===== src/rtl/note_playback_sequencer.sv =====
// note_playback_sequencer
//   Records decoded keyboard notes (note/octave) into a small buffer and replays
//   them in order. Each note sounds for NOTE_TICKS cycles, then GAP_TICKS cycles
//   of silence follow. Supports clear, stop and looped replay. The out_* outputs
//   drive the note-to-frequency lookup while out_active is high.
//
// Ports
//   clk, reset              clock, asynchronous active-high reset
//   rec_valid/note/octave   append one note to the buffer (IDLE, not full)
//   clear                   empty the buffer and abort playback
//   play_start / play_stop  begin playback at index 0 / abort playback
//   loop_en                 restart at index 0 after the last note
//   out_note/out_octave     note currently (or last) played
//   out_active              high while a note is sounding
//   busy                    playback in progress
//   note_count, full        buffer fill level
//   play_index              buffer index being played
//   done                    one-cycle pulse when non-looped playback ends
//
// state     | meaning
// IDLE      | not playing; recording allowed
// PLAY_NOTE | note at play_index is sounding, ticks counts its duration
// PLAY_GAP  | silent gap after a note, ticks counts the gap
module note_playback_sequencer #(
   parameter int DEPTH      = 16,
   parameter int ADDR_W     = 4,
   parameter int NOTE_TICKS = 25_000_000,
   parameter int GAP_TICKS  = 2_500_000,
   parameter int CNT_W      = 25
) (
   input  logic              clk,
   input  logic              reset,
   input  logic              rec_valid,
   input  logic [3:0]        rec_note,
   input  logic [1:0]        rec_octave,
   input  logic              clear,
   input  logic              play_start,
   input  logic              play_stop,
   input  logic              loop_en,
   output logic [3:0]        out_note,
   output logic [1:0]        out_octave,
   output logic              out_active,
   output logic              busy,
   output logic [ADDR_W:0]   note_count,
   output logic [ADDR_W-1:0] play_index,
   output logic              full,
   output logic              done
);

   typedef enum logic [1:0] {IDLE, PLAY_NOTE, PLAY_GAP} state_t;

   localparam logic [CNT_W-1:0]  NOTE_LAST = CNT_W'(NOTE_TICKS - 1);
   localparam logic [CNT_W-1:0]  GAP_LAST  = CNT_W'((GAP_TICKS > 0) ? GAP_TICKS - 1 : 0);
   localparam logic [ADDR_W:0]   DEPTH_C   = (ADDR_W + 1)'(DEPTH);

   state_t              state_q, state_d;
   logic [CNT_W-1:0]    ticks_q, ticks_d;
   logic [ADDR_W:0]     count_q, count_d;
   logic [ADDR_W-1:0]   index_q, index_d;
   logic [3:0]          note_q, note_d;
   logic [1:0]          oct_q, oct_d;
   logic                done_q, done_d;
   logic [5:0]          mem_q [DEPTH];

   logic                wr_en;
   logic                advance;
   logic                last_note;
   logic                full_c;
   logic [ADDR_W-1:0]   next_index;

   assign full_c     = (count_q == DEPTH_C);
   assign next_index = index_q + ADDR_W'(1);
   // index never exceeds count-1 while playing, so this marks the final entry
   assign last_note  = (({1'b0, index_q} + (ADDR_W + 1)'(1)) >= count_q);

   always_comb begin
      state_d = state_q;
      ticks_d = ticks_q;
      count_d = count_q;
      index_d = index_q;
      note_d  = note_q;
      oct_d   = oct_q;
      done_d  = 1'b0;
      wr_en   = 1'b0;
      advance = 1'b0;

      if (clear) begin
         state_d = IDLE;
         count_d = '0;
         index_d = '0;
         ticks_d = '0;
      end else if (play_stop && (state_q != IDLE)) begin
         state_d = IDLE;
         index_d = '0;
         ticks_d = '0;
      end else begin
         case (state_q)
            IDLE: begin
               // start decision uses the pre-write count; a same-edge record
               // still lands and becomes the last entry played
               if (play_start && (count_q != '0)) begin
                  state_d         = PLAY_NOTE;
                  index_d         = '0;
                  ticks_d         = '0;
                  {note_d, oct_d} = mem_q[0];
               end
               if (rec_valid && !full_c) begin
                  wr_en   = 1'b1;
                  count_d = count_q + (ADDR_W + 1)'(1);
               end
            end
            PLAY_NOTE: begin
               if (ticks_q == NOTE_LAST) begin
                  ticks_d = '0;
                  if (GAP_TICKS > 0) state_d = PLAY_GAP;
                  else               advance = 1'b1;
               end else begin
                  ticks_d = ticks_q + CNT_W'(1);
               end
            end
            PLAY_GAP: begin
               if (ticks_q == GAP_LAST) begin
                  ticks_d = '0;
                  advance = 1'b1;
               end else begin
                  ticks_d = ticks_q + CNT_W'(1);
               end
            end
            default: state_d = IDLE;
         endcase

         if (advance) begin
            if (!last_note) begin
               state_d         = PLAY_NOTE;
               index_d         = next_index;
               {note_d, oct_d} = mem_q[next_index];
            end else if (loop_en) begin
               state_d         = PLAY_NOTE;
               index_d         = '0;
               {note_d, oct_d} = mem_q[0];
            end else begin
               state_d = IDLE;
               done_d  = 1'b1;
            end
         end
      end
   end

   always_ff @(posedge clk or posedge reset) begin
      if (reset) begin
         state_q <= IDLE;
         ticks_q <= '0;
         count_q <= '0;
         index_q <= '0;
         note_q  <= '0;
         oct_q   <= '0;
         done_q  <= 1'b0;
      end else begin
         state_q <= state_d;
         ticks_q <= ticks_d;
         count_q <= count_d;
         index_q <= index_d;
         note_q  <= note_d;
         oct_q   <= oct_d;
         done_q  <= done_d;
      end
   end

   // buffer contents need no reset; note_count qualifies what is valid
   always_ff @(posedge clk) begin
      if (wr_en) mem_q[count_q[ADDR_W-1:0]] <= {rec_note, rec_octave};
   end

   assign out_note   = note_q;
   assign out_octave = oct_q;
   assign out_active = (state_q == PLAY_NOTE);
   assign busy       = (state_q != IDLE);
   assign note_count = count_q;
   assign play_index = index_q;
   assign full       = full_c;
   assign done       = done_q;

endmodule


===== config.mk =====
export PLATFORM = sky130hd
export DESIGN_NAME = note_playback_sequencer
export DESIGN_NICKNAME = d
export VERILOG_FILES = /design/src/rtl/note_playback_sequencer.sv
export SDC_FILE = /design/constraint.sdc
export NUM_CORES = 1
export LEC_CHECK = 0
export CAP_MARGIN = 20
export CORE_MARGIN = 2
export CORE_UTILIZATION = 54
export DETAILED_ROUTE_END_ITERATION = 12
export GPL_TIMING_DRIVEN = 1
export PLACE_DENSITY = 0.75
export RECOVER_POWER = 50
export REMOVE_ABC_BUFFERS = 1
export SYNTH_ARGS = -nofsm -noshare
export SYNTH_HDL_FRONTEND = slang
export SYNTH_SLANG_ARGS = --single-unit
export TNS_END_PERCENT = 100

===== constraint.sdc =====
create_clock -name clk -period 2.9 [get_ports clk]
set_input_delay 0.58 -clock clk [delete_from_list [all_inputs] [get_ports clk]]
set_output_delay 0.58 -clock clk [all_outputs]
set_load 0.01 [all_outputs]

* Word-level counts from Yosys, hierarchy flattened
Memories as Yosys holds them, arrays and structs flattened.
Cells that the tools add are included.
** Cells by class
- Add/sub/neg operators :: 4
- Magnitude comparators :: 1
- Eq/ne operators :: 10
- Mux-type cells :: 50
- Bitwise logic cells :: 2
- Reduce and logical (&&, ||, !) cells :: 14
** Operator list (count)
- two-way mux 25 bit :: 5
- case mux 25 bit (3 select lines) :: 1
- two-way mux 4 bit :: 12
- adder 25 x 1 -> 25 bit, second input constant :: 1
- equality test 25 x 22 -> 1 bit, second input constant :: 1
- equality test 25 bit, second input constant :: 1
- two-way mux 2 bit :: 10
- two-way mux 5 bit :: 4
- two-way mux 1 bit :: 17
- nonzero test 5 bit :: 2
- inequality test 4 bit, second input constant :: 2
- case mux 2 bit (3 select lines) :: 1
- AND reduction 3 bit :: 2
- nonzero test 2 bit :: 3
- adder 4 x 1 -> 5 bit, second input constant :: 1
- adder 5 x 1 -> 5 bit, second input constant :: 1
- equality test 5 bit, second input constant :: 1
- greater-or-equal comparator 5 bit :: 1
- inequality test 5 x 2 -> 1 bit, second input constant :: 1
- inequality test 5 bit, second input constant :: 1
- adder 4 x 1 -> 4 bit, second input constant :: 1
- AND reduction 2 bit :: 2
- logical AND 1 bit :: 3
- equality test 2 x 1 -> 1 bit, second input constant :: 1
- other kinds (5) :: 6
** Storage, ports and cells
- Flip-flop bits (word level) :: 43
- Memory bits (writable) :: 96
- Input bits :: 13
- Output and inout bits :: 19
- Logic and storage cells :: 89
- Memories :: 1
** Memory list
- mem_q :: words 16, bits a word 6, read ports 2, clocked after memory_dff 0, write ports 1, line 63 : logic [5:0] mem_q [DEPTH];

* Longest topological paths before layout
Gate-level depths: netlist (run 1).
- Word-level depth :: 9
- Depth in mapped cells :: 12
- Mapped depth without buffers :: 11

* Worst setup path before layout (run 1)
Ideal clock, no wire load.
- Path type :: register to register
- Start point :: register index_q[0], in the netlist play_index[0]
- End point :: register state_q[0]
- Data arrival time :: 2770 ps
- Required time :: 2782 ps
- Slack :: 12 ps
- Stages on the path, launching flop included :: 13
- Buffers on the path :: 1
- Period minus slack after synthesis :: 2888 ps
- Cell sequence :: dfrtp_1 > ha_1 > nand2b_1 > and2_1 > clkbuf_1 > inv_1 > ha_1 > a21o_1 > a31oi_1 > o21ai_1 > nor2b_1 > a2111oi_0 > a21o_1
** On the way
- Word-level cells in the longest chain between the ends :: 6
** RTL lines
- start: declaration :: line 59 : logic [ADDR_W-1:0] index_q, index_d;
- start signal: assignment :: line 162 : index_q <= index_d;
- adder 4 x 1 -> 5 bit :: line 74 : assign last_note = (({1'b0, index_q} + (ADDR_W + 1)'(1)) >= count_q);
- greater-or-equal comparator 5 bit :: line 74
- two-way mux 1 bit :: line 133 : if (!last_note) begin
- two-way mux 2 bit :: line 132 : if (advance) begin
- two-way mux 2 bit :: line 92 : end else if (play_stop && (state_q != IDLE)) begin
- two-way mux 2 bit :: line 87 : if (clear) begin
- end signal: assignment :: line 159 : state_q <= state_d;
- end: declaration :: line 56 : state_t state_q, state_d;
Every way passes these cells.
A chain may end at the register's enable or synchronous reset.

* Worst setup path in the final report (run 1)
- Start point :: register index_q[1], in the netlist play_index[1]
- End point :: register index_q[0], in the netlist play_index[0]
** On the way
- Word-level cells in the longest chain between the ends :: 6
** RTL lines (line)
- adder 4 x 1 -> 5 bit :: 74
- greater-or-equal comparator 5 bit :: 74
- two-way mux 4 bit :: 133
- two-way mux 4 bit :: 132
- two-way mux 4 bit :: 92
- two-way mux 4 bit :: 87
- via index_d[0] :: 59
The timed path passes the listed nets, and every way through them passes these cells.

==> impl_metrics.toml, run 1 <==
[outcome]
status = "complete, no violations"

[clock_network]
cts.clk_slew.worst_paths_ps = 70
cts_sinks = 139
cts_setup_buffers = 0
clockBufferDepth = 2
h-tree-depth = 4
hold_buffers = 0
clk_latency_ps = 430
cts-resized-gates = 0
cts_buffers = 17
cts_tree = "built"
cts_root_buf = "clkbuf_16"

[setup_path]
worstPathArrival_ps = 2950
start_kind = "register"
worstRegToRegCells = 11
worstSetupPathType = "reg2reg"
cp.required_ps = 3240
end_kind = "register"
worstPathMaxFanout = 9

[detailed_routing]
wl_um = 13880
via_per_inst = 6.078
vias = 4218
avgRoutedWirePerCell_um = 20.00
final_antenna_net_count = 0
drcViolationCount = 0
firstDrtPassIters = 5
drtIter0Drc = 394

[global_route]
grt_pass1_vias = 4190
grt_max_degree = 44
antenna_found_initial = 0
grt_pass1_wl_um = 22360
gr-usage-all-layers_pct = 23.04
grt_overflow = 0

[power_and_ir_drop]
power.internal_mw = 3.735
p_leak_nw = 2.864
peakVddDrop_mv = 0.5515
combPwrFrac_pct = 15.7
p_sw_mw = 1.516
clkPwrFrac_pct = 41.3
seqPwrFrac_pct = 43.0
finalPower_mw = 5.251
power.density_mw_per_mm2 = 672.9
swShare_pct = 28.87

[final_layout]
final_nets = 563
fillers = 842
drive_above_1_share_pct = 20.11
finalInstanceArea_mm2 = 0.007804
stdcell_count = 694
antenna_cells = 0
area_growth_pct = 18.55
final_util_pct = 65.24

[sta]
fmax_mhz = 382.3
slew_headroom_pct = 29.71
final_hold_viol_count = 0
grt_setup_unrepaired = "no"
period_share_pct = 90.20
worstMarginPinSlew_ps = 1054
maxSlewViolCount = 0
fin_skew_ps = 10.93
finalSetupViolCount = 0
hold_ws_ps = 555.2
period_minus_slack_ps = 2616

[synthesis]
synth-simple-area-share_pct = 12.55
synth_most_common_cell = "edfxtp_1"
synth.top_cell.area_share_pct = 43.79
ys_seq_elements = 139
synthMuxAreaShare_pct = 12.37
syn_area_per_cell_um2 = 13.86
synth_edf_count = 96
synth_ff_type = "edfxtp_1"
netlist_top_cells_area = "edfxtp_1 44%, dfrtp_1 16%, mux4_2 10%, ha_1 3.0%, nor2_1 2.7%"
synth_top_family_by_area = "simple AND/OR/NAND/NOR gates"
synth_fa_ha_area_share_pct = 3.041
synth_area_leader_cell = "edfxtp_1"
synth_cells = 475
async_flop_share_pct = 30.94
yosysSeqAreaShare_pct = 60.14
synth-compound-area-share_pct = 6.805
yosys.cell_types.count = 53
synthXorXnorAreaFrac_pct = 2.509
syn-cell-area_mm2 = 0.006583
ys.warnings.count = 0
netlist_top_cells_count = "96 x edfxtp_1, 47 x nor2_1, 43 x dfrtp_1, 30 x mux4_2, 30 x nand2_1"

[place]
dp_hpwl_um = 9513
dpl-instance-area_mm2 = 0.007192
place.gp.congestion = 0.8500
portBuffers = 31
placed_cells = 662

[run]
maxCapViolCount = 0

[floorplanning]
die_width_um = 114.4
ios = 32
start_util_pct = 55.03
dieArea_mm2 = 0.01309
die_y_um = 114.4
rows = 40
core_area_mm2 = 0.01196

[min_path]
worstHoldPathCells = 2
hold_class = "reg2reg"
[critical path, cell delays in order, from the launching register on]
cell,delay [ps]
dfrtp_1,410
ha_1,220
nand2b_1,170
and2_2,250
inv_1,100
ha_1,250
a21o_1,160
a31oi_1,140
o21ai_1,110
buf_4,190
or3_1,320
o21ai_0,200
[stage by stage]
stage	setup WS (ps)	TNS [ps]
after floorplan	-847.4	-7669
after global placement	310.7	0
after detailed placement	276.1	0
after CTS	184.0	0
after global routing	60.97	0
final	284.3	0
[final timing paths]
kind	start	to	slack (ps)
max	play_index[1]	play_index[0]	280
min	state_q[1]	state_q[1]	560
max reg2reg	play_index[1]	play_index[0]	280
min reg2reg	state_q[1]	state_q[1]	560
max in group asynchronous	reset	ticks_q[7]	1320
min in group asynchronous	reset	out_octave[0]	920
[cell usage in the layout (no fill, tap or decap), types with 7 or more instances in the layout]
master,count
edfxtp_1,96
nor2_1,47
dfrtp_1,43
nand2_1,30
mux4_2,30
buf_4,30
clkdlybuf4s50_1,19
o21ai_0,18
clkbuf_16,17
nand4_1,16
ha_1,16
xor2_1,13
nand3_1,12
dlygate4sd3_1,12
inv_1,11
nor3_1,11
a22o_1,10
and4_1,8
a21oi_1,8
a21o_1,7
mux2_2,7
[kinds of logic (layout without fill, tap and decap cells)]
logic type               count (synthesis)  after routing
AND/OR/NAND/NOR                        159            159
flip-flops                             139            139
AO/OA/AOI/OAI                           65             65
multiplexers                            43             43
buffers and inverters                   35            107
XOR/XNOR                                18             18
adder cells (fa/ha/maj)                 16             16
[layer usage]
layer	wire (um)	vias up	track usage [%]
li1	-	1949	-
met1	6005	2110	31.06
met2	6830	140	36.33
met3	845	19	6.247
met4	203	0	8.211
met5	0	-	0
[state kept, by name (all words and copies together) (netlist names)]
signal and cells:
done 1, mem_q 96, note_count 5, out_note 4
out_octave 2, play_index 4, state_q 2, ticks_q 25
[layout make-up]
cell class / instances / area [um^2] / share of cell area [%]
well taps: 147 / 183.9 / 2.357
inverters: 12 / 45.04 / 0.5772
repair buffers: 63 / 544.3 / 6.975
clock inverters: 15 / 191.4 / 2.453
clock buffers: 17 / 425.4 / 5.451
multi-input cells: 301 / 2455 / 31.46
flip-flops and latches: 139 / 3959 / 50.73
[power groups by stage]
stage          clock [mW]  combinational [mW]  sequential (mW)
2_1_floorplan           0               0.463             2.31
3_3_place_gp            0               0.803             2.29
3_5_place_dp            0               0.823             2.30
4_1_cts              2.20               0.834             2.26
5_1_grt              2.30               0.901             2.27
6_report             2.17               0.823             2.26
Power figures use the tool's default switching activity.
==> run 2: changes to the inputs <==
--- a/config.mk
+++ b/config.mk
@@ -7,12 +7,14 @@
 export LEC_CHECK = 0
 export CAP_MARGIN = 20
 export CORE_MARGIN = 2
-export CORE_UTILIZATION = 54
+export CORE_UTILIZATION = 65
 export DETAILED_ROUTE_END_ITERATION = 12
 export GPL_TIMING_DRIVEN = 1
-export PLACE_DENSITY = 0.75
+export HOLD_SLACK_MARGIN = 0.03
+export PLACE_DENSITY = 0.84
 export RECOVER_POWER = 50
 export REMOVE_ABC_BUFFERS = 1
+export SKIP_CTS_REPAIR_TIMING = 1
 export SYNTH_ARGS = -nofsm -noshare
 export SYNTH_HDL_FRONTEND = slang
 export SYNTH_SLANG_ARGS = --single-unit
==> constraint.sdc (replaced) <==
create_clock -name clk -period 3.4 [get_ports clk]
set_input_delay 0.68 -clock clk [delete_from_list [all_inputs] [get_ports clk]]
set_output_delay 0.68 -clock clk [all_outputs]
set_load 0.01 [all_outputs]
==> run 2 against run 1 <==
Net effect: total power shrank 15%; register-to-register slack better by 30 ps; die area shrank 16%; design area shrank 2.5%; fmax decreased by 15%; count of clock-buffer cells in the layout did not move; sequential power is 14% lower; global-route usage grew 6.5 points; flip-flop and latch count stayed put; clock power fell by 16%; first-iteration DRC count grew 7.6%; largest cell class unchanged; highest routed layer unchanged.
==> impl_metrics.toml, run 2 (synthesis results as in run 1) <==
[floorplanning]
start_util_pct = 67.04
core_area_mm2 = 0.009819
dieArea_mm2 = 0.01095
ios = 32
die_y_um = 104.6
rows = 36
die_width_um = 104.6

[final_layout]
fillers = 606
final_cell_mix = "96 x edfxtp_1, 47 x nor2_1, 43 x dfrtp_1"
antenna_cells = 0
final_util_pct = 77.50
drive_above_1_share_pct = 16.89
area_growth_pct = 15.61
multi_input_area_mm2 = 0.002454
largest_register_ffs = 96
final_common_cell = "edfxtp_1"
final_nets = 543
regArea_mm2 = 0.003959

[clock_network]
clockBufferDepth = 2
cts_sinks = 139
cts.clk_slew.worst_paths_ps = 70
clk_latency_ps = 540
h-tree-depth = 4
cts_tree = "built"
cts_root_buf = "clkbuf_8"
cts_buffers = 17

[detailed_routing]
avgRoutedWirePerCell_um = 22.99
wl_met3_um = 1373
via_per_inst = 6.621
drcViolationCount = 0
wl_um = 15170
routed-wl-met2_um = 7347
vias = 4370
firstDrtPassIters = 6
dr.max_layer_used = "met4"
final_antenna_net_count = 0
wl_met1_um = 5947
drtIter0Drc = 424

[setup_path]
critPathBufInv = 1
worst_path_largest_cell_delay_ps = 500
critical_path.cell_chain = "inv_1, ha_1, nor4b_1, or3_1, nor2b_1, mux2_2, mux2i_1, o21ai_0"
cp.required_ps = 3810
r2r-start = "note_count[1]"
r2r-end = "out_octave[0]"
ff2ff_setup_slack_ps = 310
crit_family = "simple AND/OR/NAND/NOR gates"
worstPathMaxFanout = 12
worstPathArrival_ps = 3500
worstSetupPathType = "reg2reg"
crit_path_start = "note_count[1]"
worstRegToRegCells = 8
crit_path_top_delay_cell = "nor2b_1"
end_kind = "register"
start_kind = "register"

[sta]
final_hold_viol_count = 0
postLayoutSetupSlackWorst_ps = 310.8
fin_skew_ps = 6.627
finalSetupViolCount = 0
fmax_mhz = 323.7
maxSlewViolCount = 0
period_share_pct = 90.86
worstMarginPinSlew_ps = 1205
slew_headroom_pct = 19.65
grt_setup_unrepaired = "no"
hold_ws_ps = 557.0
period_minus_slack_ps = 3089

[global_route]
grt_max_degree = 30
antenna_found_initial = 0
grt_overflow = 0
grt_pass1_vias = 4350
gr-usage-all-layers_pct = 29.53
grt_pass1_wl_um = 24010

[power_and_ir_drop]
p_leak_nw = 2.745
power.density_mw_per_mm2 = 583.3
peakVddDrop_mv = 0.5748

[run]
maxCapViolCount = 0

[min_path]
hold_start = "ticks_q[1]"
hold_class = "reg2reg"
worstHoldPathCells = 2
min_to = "ticks_q[1]"

[place]
place.gp.congestion = 0.8636
dp_slack_ps = 439.6
dp_hpwl_um = 9925
portBuffers = 31

[outcome]
status = "complete, no violations"
==> run 2: changes by cell type in the layout (fill, tap and decap cells not counted), moves of 2 or more <==
cell / delta
buf_4: -19
clkinv_8: -4
inv_6: +4
clkinvlp_4: +2
inv_8: -2
==> run 2: final cells by class <==
type	instances	share of cell area [%]
Timing Repair Buffer	43	5.212
Clock buffer	17	5.442
Multi-Input combinational cell	301	32.24
Sequential cell	139	52.02
Clock inverter	15	2.302
Tap cell	133	2.187
Inverter	12	0.5919
==> run 2: worst max path at each step <==
stage	to	slack [ps]	cells past startpoint
5_1_grt	out_note[2]	80	8
3_5_place_dp	out_note[3]	440	8
4_1_cts	out_octave[0]	380	8
3_3_place_gp	out_note[3]	540	8
2_1_floorplan	state_q[0]	-350	8
6_report	out_octave[0]	310	8
==> run 2: layer usage <==
| layer | global-route usage [%] | vias to the layer above |
|---|---|---|
| met2 | 44.44 | 252 |
| met4 | 14.48 | 0 |
| met1 | 40.08 | 2153 |
| li1 | - | 1906 |
| met5 | 0 | - |
| met3 | 8.422 | 59 |
==> run 2: power breakdown <==
part	total [mW]	switching (mW)	internal, mW
clock	1.82	0.806	1.01
sequential	1.94	0.0630	1.88
combinational	0.681	0.400	0.281
==> run 2: through the flow <==
step | setup TNS (ps) | power [mW] | instance area (um^2) | instances
6_report | 0 | 4.439 | 7610 | 660
5_1_grt | 0 | 4.590 | 7610 | 660
4_1_cts | 0 | 4.458 | 7614 | 660
3_5_place_dp | 0 | 2.641 | 7024 | 628
3_3_place_gp | 0 | 2.605 | 7024 | 628
2_1_floorplan | -1669 | 2.361 | 6457 | 452
==> run 2: worst register-to-register path: cells and delay by family (launching register included) <==
kind,cells,cell delay [ps]
fa+ha+maj,1,230
flops,1,450
mux,2,560
compound gates,1,90
simple gates,3,1450
buf+inv,1,190
